$ cat src/rtl/lcd_spi_pkg.sv
// ============================================================================
// lcd_spi_pkg
// ----------------------------------------------------------------------------
// Purpose:
//   Shared definitions for the ILI9341 SPI display-side responder: command
//   codes that steer the decoder, the decoder state type and the panel
//   geometry that seeds the address window out of reset.
//
// Contents:
//   CMD_CASET / CMD_PASET / CMD_RAMWR   command byte values
//   decState_e                          decoder state enum
//   PANEL_WIDTH / PANEL_HEIGHT          default panel size (240 x 320)
// ============================================================================
package lcd_spi_pkg;

    localparam logic [7:0] CMD_CASET = 8'h2A;
    localparam logic [7:0] CMD_PASET = 8'h2B;
    localparam logic [7:0] CMD_RAMWR = 8'h2C;

    localparam int PANEL_WIDTH  = 240;
    localparam int PANEL_HEIGHT = 320;

    typedef enum logic [2:0] {
        IDLE,
        CASET,
        PASET,
        RAMWR,
        OTHER
    } decState_e;

endpackage

$ cat src/rtl/lcd_spi_rx_byte.sv
// ============================================================================
// lcd_spi_rx_byte
// ----------------------------------------------------------------------------
// Purpose:
//   Oversamples the asynchronous 4-wire SPI link in the clk domain and turns
//   it into whole bytes. Every link wire passes through its own synchronizer
//   chain of equal depth, so SCK, MOSI, CS and DC stay aligned relative to
//   each other after synchronization. MOSI is shifted in on each synced SCK
//   rising edge while CS is low; DC is taken on the eighth edge.
//
// Parameters:
//   SYNC_STAGES   flops per input synchronizer (>= 2)
//
// Ports:
//   clk            in   system clock (>= 4x SCK)
//   rst            in   asynchronous, active-high reset
//   spi_sck        in   SPI clock, mode 0
//   spi_mosi       in   serial data, MSB first
//   spi_cs         in   chip select, active low
//   lcd_data_cmd   in   0 = command byte, 1 = data byte
//   byte_valid     out  1-cycle strobe on the eighth SCK rising edge
//   byte_data      out  assembled byte, valid with byte_valid
//   byte_is_data   out  DC level for the byte, valid with byte_valid
// ============================================================================
module lcd_spi_rx_byte
    import lcd_spi_pkg::*;
#(
    parameter int SYNC_STAGES = 2
) (
    input  logic       clk,
    input  logic       rst,
    input  logic       spi_sck,
    input  logic       spi_mosi,
    input  logic       spi_cs,
    input  logic       lcd_data_cmd,
    output logic       byte_valid,
    output logic [7:0] byte_data,
    output logic       byte_is_data
);

    logic [SYNC_STAGES-1:0] r_sckSync;
    logic [SYNC_STAGES-1:0] r_mosiSync;
    logic [SYNC_STAGES-1:0] r_csSync;
    logic [SYNC_STAGES-1:0] r_dcSync;

    logic       r_sckPrev;
    logic [2:0] r_bitCnt;
    logic [6:0] r_shift;

    logic w_sck;
    logic w_mosi;
    logic w_cs;
    logic w_dc;
    logic w_sckRise;

    assign w_sck  = r_sckSync[SYNC_STAGES-1];
    assign w_mosi = r_mosiSync[SYNC_STAGES-1];
    assign w_cs   = r_csSync[SYNC_STAGES-1];
    assign w_dc   = r_dcSync[SYNC_STAGES-1];

    // A rising SCK only counts while the panel is selected; a deselected
    // link may toggle SCK for another device without disturbing us.
    assign w_sckRise = w_sck & ~r_sckPrev & ~w_cs;

    // Synchronizer chains for the four link wires. CS comes out of reset
    // deasserted so the shifter stays idle until the link really selects us.
    always_ff @(posedge clk or posedge rst) begin
        if (rst) begin
            r_sckSync  <= '0;
            r_mosiSync <= '0;
            r_csSync   <= '1;
            r_dcSync   <= '0;
            r_sckPrev  <= 1'b0;
        end else begin
            r_sckSync  <= {r_sckSync[SYNC_STAGES-2:0], spi_sck};
            r_mosiSync <= {r_mosiSync[SYNC_STAGES-2:0], spi_mosi};
            r_csSync   <= {r_csSync[SYNC_STAGES-2:0], spi_cs};
            r_dcSync   <= {r_dcSync[SYNC_STAGES-2:0], lcd_data_cmd};
            r_sckPrev  <= w_sck;
        end
    end

    // Bit counter and shifter. Deselecting the panel throws away any
    // partial byte by restarting the bit count; the stale shifter contents
    // are harmless because eight fresh bits always overwrite them.
    always_ff @(posedge clk or posedge rst) begin
        if (rst) begin
            r_bitCnt <= 3'd0;
            r_shift  <= 7'd0;
        end else if (w_cs) begin
            r_bitCnt <= 3'd0;
        end else if (w_sckRise) begin
            r_shift  <= {r_shift[5:0], w_mosi};
            r_bitCnt <= r_bitCnt + 3'd1;
        end
    end

    // The byte is presented combinationally on the eighth edge so the
    // decoder can register its pulse on the very next clock.
    assign byte_valid   = w_sckRise && (r_bitCnt == 3'd7);
    assign byte_data    = {r_shift, w_mosi};
    assign byte_is_data = w_dc;

endmodule

$ cat src/rtl/lcd_spi_rx.sv
// ============================================================================
// lcd_spi_rx
// ----------------------------------------------------------------------------
// Purpose:
//   Display-side responder for the 4-wire ILI9341 SPI link. Deserializes
//   bytes, decodes commands and parameters, tracks the CASET/PASET address
//   window and turns RAMWR data into addressed RGB565 pixel writes. Used as
//   a framebuffer-capture display emulator and loopback checker.
//
// Parameters:
//   SYNC_STAGES   flops per input synchronizer (>= 2)
//   COORD_W       width of column/page coordinates
//
// Configuration macro:
//   LCD_SPI_RX_PXCNT_EN   when defined, px_count counts pixels since reset
//                         (wrapping at 2^32); otherwise px_count is tied 0.
//
// Ports:
//   clk, rst                      system clock, async active-high reset
//   spi_sck, spi_mosi, spi_cs     SPI link (mode 0, CS active low)
//   lcd_data_cmd                  0 = command byte, 1 = data byte
//   cmd_valid / cmd_code          command strobe / last command byte
//   param_valid / param_byte      parameter strobe / last parameter byte
//   px_valid / px_data            pixel strobe / {first byte, second byte}
//   px_x, px_y                    address of the pixel being written
//   win_xs, win_xe, win_ys, win_ye  current address window
//   px_count                      pixels written since reset
// ============================================================================
module lcd_spi_rx
    import lcd_spi_pkg::*;
#(
    parameter int SYNC_STAGES = 2,
    parameter int COORD_W     = 16
) (
    input  logic               clk,
    input  logic               rst,
    input  logic               spi_sck,
    input  logic               spi_mosi,
    input  logic               spi_cs,
    input  logic               lcd_data_cmd,
    output logic               cmd_valid,
    output logic [7:0]         cmd_code,
    output logic               param_valid,
    output logic [7:0]         param_byte,
    output logic               px_valid,
    output logic [15:0]        px_data,
    output logic [COORD_W-1:0] px_x,
    output logic [COORD_W-1:0] px_y,
    output logic [COORD_W-1:0] win_xs,
    output logic [COORD_W-1:0] win_xe,
    output logic [COORD_W-1:0] win_ys,
    output logic [COORD_W-1:0] win_ye,
    output logic [31:0]        px_count
);

    localparam logic [COORD_W-1:0] DEF_XE = COORD_W'(PANEL_WIDTH - 1);
    localparam logic [COORD_W-1:0] DEF_YE = COORD_W'(PANEL_HEIGHT - 1);

    logic       w_byteValid;
    logic [7:0] w_byteData;
    logic       w_byteIsData;

    decState_e          r_state;
    logic [1:0]         r_paramIdx;
    logic [23:0]        r_paramBuf;
    logic               r_pixPhase;
    logic [7:0]         r_hiByte;
    logic [COORD_W-1:0] r_curX;
    logic [COORD_W-1:0] r_curY;

    logic               r_cmdValid;
    logic [7:0]         r_cmdCode;
    logic               r_paramValid;
    logic [7:0]         r_paramByte;
    logic               r_pxValid;
    logic [15:0]        r_pxData;
    logic [COORD_W-1:0] r_pxX;
    logic [COORD_W-1:0] r_pxY;
    logic [COORD_W-1:0] r_winXs;
    logic [COORD_W-1:0] r_winXe;
    logic [COORD_W-1:0] r_winYs;
    logic [COORD_W-1:0] r_winYe;

    lcd_spi_rx_byte #(
        .SYNC_STAGES (SYNC_STAGES)
    ) u_byte (
        .clk          (clk),
        .rst          (rst),
        .spi_sck      (spi_sck),
        .spi_mosi     (spi_mosi),
        .spi_cs       (spi_cs),
        .lcd_data_cmd (lcd_data_cmd),
        .byte_valid   (w_byteValid),
        .byte_data    (w_byteData),
        .byte_is_data (w_byteIsData)
    );

    // Decoder FSM. Each received byte produces at most one strobe:
    // commands pick the next state, window parameters are collected until
    // all four bytes are in and then committed together, and RAMWR data is
    // paired into RGB565 pixels written at the cursor. Any command clears
    // the pixel phase, so a dangling high byte from an interrupted pixel is
    // dropped. Deselecting CS does not touch this state: only a new command
    // ends a memory write.
    always_ff @(posedge clk or posedge rst) begin
        if (rst) begin
            r_state      <= IDLE;
            r_paramIdx   <= 2'd0;
            r_paramBuf   <= 24'd0;
            r_pixPhase   <= 1'b0;
            r_hiByte     <= 8'd0;
            r_curX       <= '0;
            r_curY       <= '0;
            r_cmdValid   <= 1'b0;
            r_cmdCode    <= 8'd0;
            r_paramValid <= 1'b0;
            r_paramByte  <= 8'd0;
            r_pxValid    <= 1'b0;
            r_pxData     <= 16'd0;
            r_pxX        <= '0;
            r_pxY        <= '0;
            r_winXs      <= '0;
            r_winXe      <= DEF_XE;
            r_winYs      <= '0;
            r_winYe      <= DEF_YE;
        end else begin
            r_cmdValid   <= 1'b0;
            r_paramValid <= 1'b0;
            r_pxValid    <= 1'b0;

            if (w_byteValid) begin
                if (!w_byteIsData) begin
                    r_cmdValid <= 1'b1;
                    r_cmdCode  <= w_byteData;
                    r_pixPhase <= 1'b0;
                    r_paramIdx <= 2'd0;
                    case (w_byteData)
                        CMD_CASET: r_state <= CASET;
                        CMD_PASET: r_state <= PASET;
                        CMD_RAMWR: begin
                            r_state <= RAMWR;
                            r_curX  <= r_winXs;
                            r_curY  <= r_winYs;
                        end
                        default:   r_state <= OTHER;
                    endcase
                end else begin
                    case (r_state)
                        CASET, PASET: begin
                            r_paramValid <= 1'b1;
                            r_paramByte  <= w_byteData;
                            if (r_paramIdx == 2'd3) begin
                                if (r_state == CASET) begin
                                    r_winXs <= COORD_W'(r_paramBuf[23:8]);
                                    r_winXe <= COORD_W'({r_paramBuf[7:0], w_byteData});
                                end else begin
                                    r_winYs <= COORD_W'(r_paramBuf[23:8]);
                                    r_winYe <= COORD_W'({r_paramBuf[7:0], w_byteData});
                                end
                                r_state <= OTHER;
                            end else begin
                                r_paramBuf <= {r_paramBuf[15:0], w_byteData};
                                r_paramIdx <= r_paramIdx + 2'd1;
                            end
                        end
                        RAMWR: begin
                            if (!r_pixPhase) begin
                                r_hiByte   <= w_byteData;
                                r_pixPhase <= 1'b1;
                            end else begin
                                r_pixPhase <= 1'b0;
                                r_pxValid  <= 1'b1;
                                r_pxData   <= {r_hiByte, w_byteData};
                                r_pxX      <= r_curX;
                                r_pxY      <= r_curY;
                                if (r_curX >= r_winXe) begin
                                    r_curX <= r_winXs;
                                    if (r_curY >= r_winYe) begin
                                        r_curY <= r_winYs;
                                    end else begin
                                        r_curY <= r_curY + 1'b1;
                                    end
                                end else begin
                                    r_curX <= r_curX + 1'b1;
                                end
                            end
                        end
                        default: begin
                            r_paramValid <= 1'b1;
                            r_paramByte  <= w_byteData;
                        end
                    endcase
                end
            end
        end
    end

`ifdef LCD_SPI_RX_PXCNT_EN
    logic [31:0] r_pxCount;

    // Running pixel total; it follows the registered pixel strobe and is
    // only ever cleared by reset, wrapping naturally at 2^32.
    always_ff @(posedge clk or posedge rst) begin
        if (rst) begin
            r_pxCount <= 32'd0;
        end else if (r_pxValid) begin
            r_pxCount <= r_pxCount + 32'd1;
        end
    end

    assign px_count = r_pxCount;
`else
    assign px_count = 32'd0;
`endif

    assign cmd_valid   = r_cmdValid;
    assign cmd_code    = r_cmdCode;
    assign param_valid = r_paramValid;
    assign param_byte  = r_paramByte;
    assign px_valid    = r_pxValid;
    assign px_data     = r_pxData;
    assign px_x        = r_pxX;
    assign px_y        = r_pxY;
    assign win_xs      = r_winXs;
    assign win_xe      = r_winXe;
    assign win_ys      = r_winYs;
    assign win_ye      = r_winYe;

endmodule

$ cat config.mk
export PLATFORM = sky130hd
export DESIGN_NAME = lcd_spi_rx
export DESIGN_NICKNAME = d
export VERILOG_FILES = /design/src/rtl/lcd_spi_pkg.sv /design/src/rtl/lcd_spi_rx_byte.sv /design/src/rtl/lcd_spi_rx.sv
export SDC_FILE = /design/constraint.sdc
export NUM_CORES = 1
export LEC_CHECK = 0
export CAP_MARGIN = 20
export CORE_ASPECT_RATIO = 1.5
export CORE_UTILIZATION = 51
export CTS_CLUSTER_SIZE = 14
export DETAILED_ROUTE_END_ITERATION = 16
export PLACE_DENSITY_LB_ADDON = 0.15
export SLEW_MARGIN = 30
export SYNTH_ARGS = -nofsm -noshare
export SYNTH_HDL_FRONTEND = slang
export SYNTH_HIERARCHICAL = 1
export SYNTH_SLANG_ARGS = --single-unit
export TNS_END_PERCENT = 10
$ cat constraint.sdc
create_clock -name clk -period 19.4 [get_ports clk]
set_input_delay 3.88 -clock clk [delete_from_list [all_inputs] [get_ports clk]]
set_output_delay 3.88 -clock clk [all_outputs]
set_load 0.1 [all_outputs]
==> results.txt, run 1 <==
The run finished with clean final reports. The routed layout has 6827 vias. The number of enable flip-flop cells after synthesis is 0.

The total routing resource utilization after global routing came out at 24.6%. The share of synthesized flip-flops with an asynchronous set or reset came out at 100%. The count of cells in the finished layout, fillers not included, comes to 1241. The die covers 0.0204 mm2.

The iteration count of the initial detailed-routing pass is 4. For this design the static power due to leakage is 5.66 nW. The number of antenna violations at the first check in global routing is 0. The synthesized area per cell came out at 12.0 um2.

The final hold violation count was 0. The final weighted congestion in routability-driven placement is 0.869. The HPWL after detailed placement came out at 16600 um. The core region area came out at 0.0193 mm2. For this run, the leading register cell type out of synthesis is dfrtp_1.

In this run the deepest clock path goes through 3 buffers. The insertion delay to the later sink of the worst-skew pair came out at 0.49 ns. The I/O pin count is 169. The number of synthesized register bits is 220. In this run the worst hold path is classified as reg2reg.

Once placement completed, the tool counted placed cells totaling 1206. The worst IR drop on VDD is 65.9 uV. The sum of buffers and inverters on the critical path is 1. The critical path goes through clkdlybuf4s50_1. The post-synthesis instance area came out at 0.0101 mm2. The register-to-register setup slack came out at 15.50 ns. The die height is 175 um. The hold-critical path depth came out at 0. The worst-case clock skew is 0.0107 ns. The kind of critical path is reg2out. In this run the tool buffered the top-level ports with 136 buffer cells. The top achievable clock speed came out at 0.165 GHz. The hold buffer count at cts came out at 0. Timing analysis after detailed placement gives a worst setup slack of 13.32 ns.

The final wirelength came out at 24000 um. The final cycle utilization of the critical path came out at 31.3%. The count of buffers added by post-CTS timing repair for setup is 0. The warning count from the yosys run is 6.

The first global-routing pass estimated 38200 um of wire. Setup repair after global routing left no endpoint under its margin. The sequential cell area fraction in the yosys report came out at 54.6%.

The die width is 117 um. The number of nets in the layout is 1016. CTS built an H-tree with a depth of 1. The number of global-route vias before repair came out at 6729. For this configuration, the core starts out at a cell density of 52.4%.

The layout overhead on the synthesized area came out at 21.0%. TritonCTS built the clock tree. 0 antenna diodes ended up in the layout. The worst-case reg-to-reg path depth is 9. The critical path data required time came out at 15.52 ns. The largest stage delay on the critical path is 1.15 ns.

In this run, CTS created clock tree buffers numbering 21. At the pin with the least slew margin, the transition time is 1.01 ns. The vias per cell came out at 5.50. The post-route DRC violation count is 0. The setup total negative slack is 0 ns. The relative slew slack is 32.2%. The final setup slack of the worst path came out at 13.34 ns. The number of placement rows is 62. The largest net degree at the start of global routing is 135.

The number of cells on the critical path came out at 1. The cell family contributing the most delay on the critical path is buffers and inverters. Dividing total power by cell area gives a power density of 75.5 mW/mm2. The number of distinct library cells after synthesis is 54.

The overflow left after global routing is 0. STA classifies the critical path endpoint as an output port. The average wire length per cell after detail routing is 19.3 um. The maximum net fanout on the critical path came out at 3. STA puts the critical path data arrival time at 2.18 ns. The worst setup path is launched from a flip-flop. The post-synthesis cell count is 843. The first-iteration detailed-routing DRC count is 396.

The tool flagged a number of max-cap violations equal to 0. The CTS clock-pin slew for the worst setup and hold paths is 0.06 ns. The count of nets left with antenna violations once routing finished came out at 0. The slowest cell on the critical path is clkdlybuf4s50_1.

The shortest clock period the worst path allows after layout came out at 6.06 ns. The number of slew-limit violations in the final report came out at 0. Clock tree synthesis selected as its root buffer the cell clkbuf_16.

Setup violations remaining at the end of the flow were counted as 0. The share of post-route cells with drive strength above 1 came out at 21.1%. The number of sinks handled by clock tree synthesis came out at 220. In this run, post-CTS repair resized a total of 0 instances.
==> where the power goes <==
group	switching, mW	internal [mW]
clock network	0.164	0.218
registers	0.0274	0.466
logic	0.0398	0.00940
==> registers in the layout, indices dropped and copies added (netlist names), 2 cells and up <==
name and flops:
win_ys 16, r_state 3, r_hiByte 8, win_ye 16, px_data 16, param_byte 8, win_xe 16, u_byte/r_sckSync 2
u_byte/r_shift 7, r_curY 16, u_byte/r_mosiSync 2, win_xs 16, r_curX 16, u_byte/r_csSync 2, r_paramBuf 24, u_byte/r_bitCnt 3
r_paramIdx 2, px_y 16, cmd_code 8, u_byte/r_dcSync 2, px_x 16
==> cell usage in the layout, fill, tap and decap left out, types with 5 or more instances in the layout <==
cell type        netlist  layout
a21oi_1               21      21
and3_1                 9       9
buf_4                 35       9
clkbuf_1              22       7
clkbuf_16              0      21
clkbuf_8               0       5
clkdlybuf4s50_1        0     133
conb_1                 1      32
dfrtp_1              204     204
dfstp_2               16      16
ha_1                  37      37
inv_1                 52      51
mux2_2               137     137
mux2i_1               27      27
nand2_1               61      61
nand3_1               15      15
nand4_1               10      10
nor2_1                24      24
nor2b_1                7       7
nor3_1                 8       8
o21ai_0               62      62
o2bb2ai_1             15      15
==> kinds of logic (layout without fill, tap and decap cells) <==
kind of cell | count (synthesis) | count (layout) | synth area share [%]
compound gates | 135 | 135 | 8.30
xor+xnor | 3 | 3 | 0.259
fa+ha+maj | 37 | 37 | 4.57
buf+inv | 121 | 232 | 6.04
flops | 220 | 220 | 54.6
mux | 164 | 164 | 17.9
other cells | 1 | 32 | 0.0370
simple gates | 162 | 162 | 8.34
==> Yosys cell counts, drive strengths merged (2+ instances only) <==
cell / n / share of area (%)
or2: 3 / 0.19
a32oi: 3 / 0.33
nor3: 8 / 0.40
o211ai: 2 / 0.15
o22a: 2 / 0.17
ha: 37 / 4.6
a21o: 3 / 0.22
o2bb2ai: 15 / 1.3
and2: 3 / 0.19
nor2b: 7 / 0.43
nor3b: 5 / 0.37
nor4: 6 / 0.70
nand3: 15 / 0.74
a211oi: 3 / 0.22
inv: 52 / 1.9
nand4: 10 / 0.62
and4: 4 / 0.35
nor2: 25 / 1.1
a22o: 3 / 0.26
mux2i: 27 / 2.7
and3: 9 / 0.56
dfstp: 16 / 4.2
clkbuf: 22 / 0.82
nand2: 61 / 2.3
o22ai: 3 / 0.19
nand2b: 4 / 0.32
o21a: 2 / 0.15
a31oi: 4 / 0.25
xnor2: 2 / 0.17
o21ai: 64 / 3.2
dfrtp: 204 / 50
a21oi: 21 / 1.0
mux2: 137 / 15
a22oi: 4 / 0.30
buf: 47 / 3.3
==> routing by layer <==
metal  track usage (%)  vias up  wire length (um)
li1                  -     3164                 -
met1              33.4     3447             10200
met4              7.70        0               560
met5                 0        -                 0
met3              2.81       30               897
met2              40.9      186             12300
==> worst reg2reg max path: stages (launching register included) <==
cell and delay [ns]:
dfrtp_1 0.36, ha_1 0.16, ha_1 0.13, nor3b_1 0.77
nand2_1 0.38, nor4_4 0.25, buf_4 0.63, a21o_1 0.47
nand2_1 0.41, o2bb2ai_1 0.26
==> cell type report <==
type / count / area, um2
multi-input cells: 533 / 4150
repair buffers: 145 / 1410
flip-flops and latches: 220 / 5530
well taps: 256 / 320
fillers: 1563 / 7060
clock inverters: 2 / 10.0
inverters: 52 / 208
clock buffers: 33 / 621
==> final timing paths <==
check,startpoint,to
setup / recovery,win_ye[0]$_DFFE_PP1P_,win_ye[0]
hold / removal,u_byte/r_sckSync[0]$_DFF_PP0_,u_byte/r_sckSync[1]$_DFF_PP0_
setup reg to reg,u_byte/r_bitCnt[0]$_DFFE_PP0P_,r_curY[3]$_DFFE_PP0P_
max in group asynchronous,rst,px_y[0]$_DFFE_PP0P_
hold reg to reg,u_byte/r_sckSync[0]$_DFF_PP0_,u_byte/r_sckSync[1]$_DFF_PP0_
min in group asynchronous,rst,r_curY[2]$_DFFE_PP0P_
==> metrics by stage <==
stage | instance area, um2 | hold WS, ns | util [%] | power (mW)
after CTS | 12300 | 0.349 | 63.4 | 0.935
after global placement | 11600 | 0.334 | 60.2 | 0.551
final | 12300 | 0.346 | 63.4 | 0.925
after detailed placement | 11600 | 0.336 | 60.2 | 0.552
after floorplan | 10200 | 0.331 | - | 0.537
after global routing | 12300 | 0.354 | 63.4 | 0.956
No activity file was read; power rests on OpenSTA's default activity.
==> run 2, diff against run 1 <==
- clock period: 19.4 -> 6.1 ns (I/O delays scaled with it)
==> run 2 against run 1 <==
First-iteration DRC count grew 16%. Largest power group unchanged. Critical path depth grew 10. Cell count grew 0.16%.
==> results.txt, run 2 (same netlist as run 1, synthesis figures left out) <==
Run status: complete, no violations (unchanged). Highest-count cells in the layout ignoring fill and taps: 204 x dfrtp_1, 137 x mux2_2, 135 x clkdlybuf4s50_1 (was 204 x dfrtp_1, 137 x mux2_2, 133 x clkdlybuf4s50_1). The worst IR drop on VDD is 206 uV (was 65.9 uV). The largest net degree at the start of global routing came out at 100 (was 135). The insertion delay to the later sink of the worst-skew pair was 0.49 ns (about the same). The post-route worst hold slack is 0.355 ns (was 0.346 ns).

The number of antenna violations at the first check in global routing is 0 (unchanged). The number of buffers added by the clock tree synthesis step came out at 21 (unchanged). The die width is 117 um (unchanged).

The number of H-tree branching levels came out at 1 (unchanged). The kind of critical path is reg2reg (was reg2out). The relative slew slack was 32.7% (was 32.2%). The count of buffers from port buffering was 136 (unchanged). The CTS clock-pin slew for the worst setup and hold paths is 0.06 ns (about the same). The vias per cell came to 5.44 (was 5.50). The post-cts sizing count is 0 (unchanged). The layout overhead on the synthesized area came to 22.1% (was 21.0%). The total leakage power is 5.70 nW (was 5.66 nW). The kind of start point of the critical path is a flip-flop (unchanged). The combinational cell fraction of total power is 5.1% (was 5.3%).

The number of standard cells in the layout, taps in and fillers out is 1243 (was 1241). The count of fill cells added during filler insertion was 1498 (was 1563). The final weighted congestion in routability-driven placement was 0.833 (was 0.869). The number of slew-limit violations in the final report is 0 (unchanged).

The post-route DRC violation count was 0 (unchanged). The share of post-route cells with drive strength above 1 came out at 21.1% (about the same). The final antenna-violating net count is 0 (unchanged). The register-to-register setup slack was 2.33 ns (was 15.50 ns).

The worst-case clock skew is 0.0128 ns (was 0.0107 ns). The top achievable clock speed came out at 0.265 GHz. The endpoint of the most critical register-to-register path is r_curY[6]$_DFFE_PP0P_ (was r_curY[3]$_DFFE_PP0P_).

The wire length of the first global-routing pass is 38200 um (about the same). The routing layer with the top usage in global route is met2 (unchanged). The TritonCTS clock tree is built (unchanged).

The part of the power in the clock network is 44.6% (was 41.3%). The register bank with the most flops is r_paramBuf (unchanged). The class of the tightest hold or removal check was reg2reg (unchanged). The switching power summed over all nets is 0.748 mW (was 0.231 mW). The met2 layer usage reported by global route came out at 42.6% (was 40.9%). The final wirelength is 24200 um (was 24000 um). The setup total negative slack came out at 0 ns (unchanged). The HPWL after detailed placement came to 16600 um (about the same). The number of global-route vias before repair was 6854 (was 6729). The capturing instance or port of the critical path was r_curY[6]$_DFFE_PP0P_ (was win_ye[0]).

The total routing resource utilization after global routing is 24.7% (was 24.6%). The number of sinks handled by clock tree synthesis is 220 (unchanged). The actual slew at the worst max-slew pin is 1.01 ns (about the same).

The overflow left after global routing came to 0 (unchanged). The leading cell type in the layout, fill and taps excluded is dfrtp_1 (unchanged). The average wire length per cell after detail routing came out at 19.5 um (was 19.3 um). The final total power came to 3.11 mW (was 0.925 mW). The hold buffer count at cts is 0 (unchanged). The number of placement rows came out at 62 (unchanged). The first-iteration detailed-routing DRC count was 460 (was 396). The initial cell density of the core is 52.4% (unchanged). The die height is 175 um (unchanged). The start point of the critical path is u_byte/r_bitCnt[0]$_DFFE_PP0P_ (was win_ye[0]$_DFFE_PP1P_).

The utilization after layout was 64.0% (was 63.4%). The worst-case reg-to-reg path depth is 11 (was 9). The met1 layer usage reported by global route is 32.6% (was 33.4%). The number of nets in the layout is 1016 (unchanged). The count of vias placed by the detailed router is 6758 (was 6827). The iteration count of the initial detailed-routing pass is 4 (unchanged). The I/O pin count came out at 169 (unchanged).

The met3 capacity usage during global routing is 2.67% (was 2.81%). The critical register-to-register path startpoint is u_byte/r_bitCnt[0]$_DFFE_PP0P_ (unchanged). The final hold violation count came out at 0 (unchanged). The shortest clock period the worst path allows after layout came out at 3.77 ns. The switching fraction of total power is 24.0% (was 25.0%). The final cycle utilization of the critical path is 61.8%. The proportion of power drawn by flip-flops and latches is 50.3% (was 53.3%). The kind of end point of the critical path is a flip-flop (was output port). The maximum net fanout on the critical path is 22 (was 3).

The total die area came to 0.0204 mm2 (unchanged). Unrepaired setup endpoints after global routing: false (unchanged). The count of max-cap constraint violations is 0 (unchanged). The number of flip-flops in the largest register is 24 (unchanged). The maximum buffer depth of the clock tree came out at 3 (unchanged). The internal cell power came out at 2.37 mW (was 0.693 mW). The diode insertion count for antenna repair came to 0 (unchanged). The ratio of total power to cell area was 252 mW/mm2 (was 75.5 mW/mm2). The core region area came out at 0.0193 mm2 (unchanged). The count of buffers added by post-CTS timing repair for setup came out at 0 (unchanged). The cell at the root of the clock tree is clkbuf_16 (unchanged). The cell total after placement is 1206 (unchanged). The critical path data required time was 6.46 ns (was 15.52 ns).

The worst path arrival time is 4.13 ns (was 2.18 ns). The number of setup violations in the final report is 0 (unchanged).
## run 2: metal layers
layer / share of wire, % / up-vias
met2: 51 / 198
met5: 0 / -
met1: 43 / 3360
li1: - / 3161
met4: 2.4 / 0
met3: 3.7 / 39
## run 2: how the worst min path moves through the flow
| stage | start | endpoint | cells after the start |
|---|---|---|---|
| after detailed placement | u_byte/r_sckSync[0]$_DFF_PP0_ | u_byte/r_sckSync[1]$_DFF_PP0_ | 0 |
| after global placement | u_byte/r_mosiSync[0]$_DFF_PP0_ | u_byte/r_mosiSync[1]$_DFF_PP0_ | 0 |
| after global routing | u_byte/r_sckSync[0]$_DFF_PP0_ | u_byte/r_sckSync[1]$_DFF_PP0_ | 0 |
| after floorplan | u_byte/r_dcSync[0]$_DFF_PP0_ | u_byte/r_dcSync[1]$_DFF_PP0_ | 0 |
| after CTS | u_byte/r_sckSync[0]$_DFF_PP0_ | u_byte/r_sckSync[1]$_DFF_PP0_ | 0 |
| final | u_byte/r_sckSync[0]$_DFF_PP0_ | u_byte/r_sckSync[1]$_DFF_PP0_ | 0 |
## run 2: area by class of cell
class | count | area, um2 | area share [%]
Tap cell | 256 | 320 | 2.59
Multi-Input combinational cell | 533 | 4160 | 33.6
Inverter | 52 | 199 | 1.61
Clock inverter | 5 | 125 | 1.01
Sequential cell | 220 | 5530 | 44.7
Clock buffer | 32 | 607 | 4.91
Timing Repair Buffer | 145 | 1440 | 11.6
## run 2: worst max-delay path, stage by stage, from the launching register on
cell and delay, ns:
dfrtp_1 0.36, ha_1 0.16, ha_1 0.12, nor3b_1 0.75, nand2b_1 0.52, nor4_4 0.47
a21oi_1 0.13, buf_4 0.24, a31oi_1 0.30, buf_4 0.30, o21ai_0 0.13, o2bb2ai_1 0.14
## run 2: power by group through the flow
stage               sequential, mW  clock, mW  combinational [mW]
global placement              1.59          0               0.158
detailed placement            1.59          0               0.160
global route                  1.57       1.47               0.171
finish                        1.57       1.39               0.158
CTS                           1.57       1.42               0.161
floorplan                     1.54          0               0.167
## run 2: per-stage QoR
stage          area [um2]  setup WS [ns]
5_1_grt             12400           2.03
6_report            12400           2.33
3_3_place_gp        11600           2.57
3_5_place_dp        11600           2.50
4_1_cts             12400           2.45
2_1_floorplan       10200           2.29
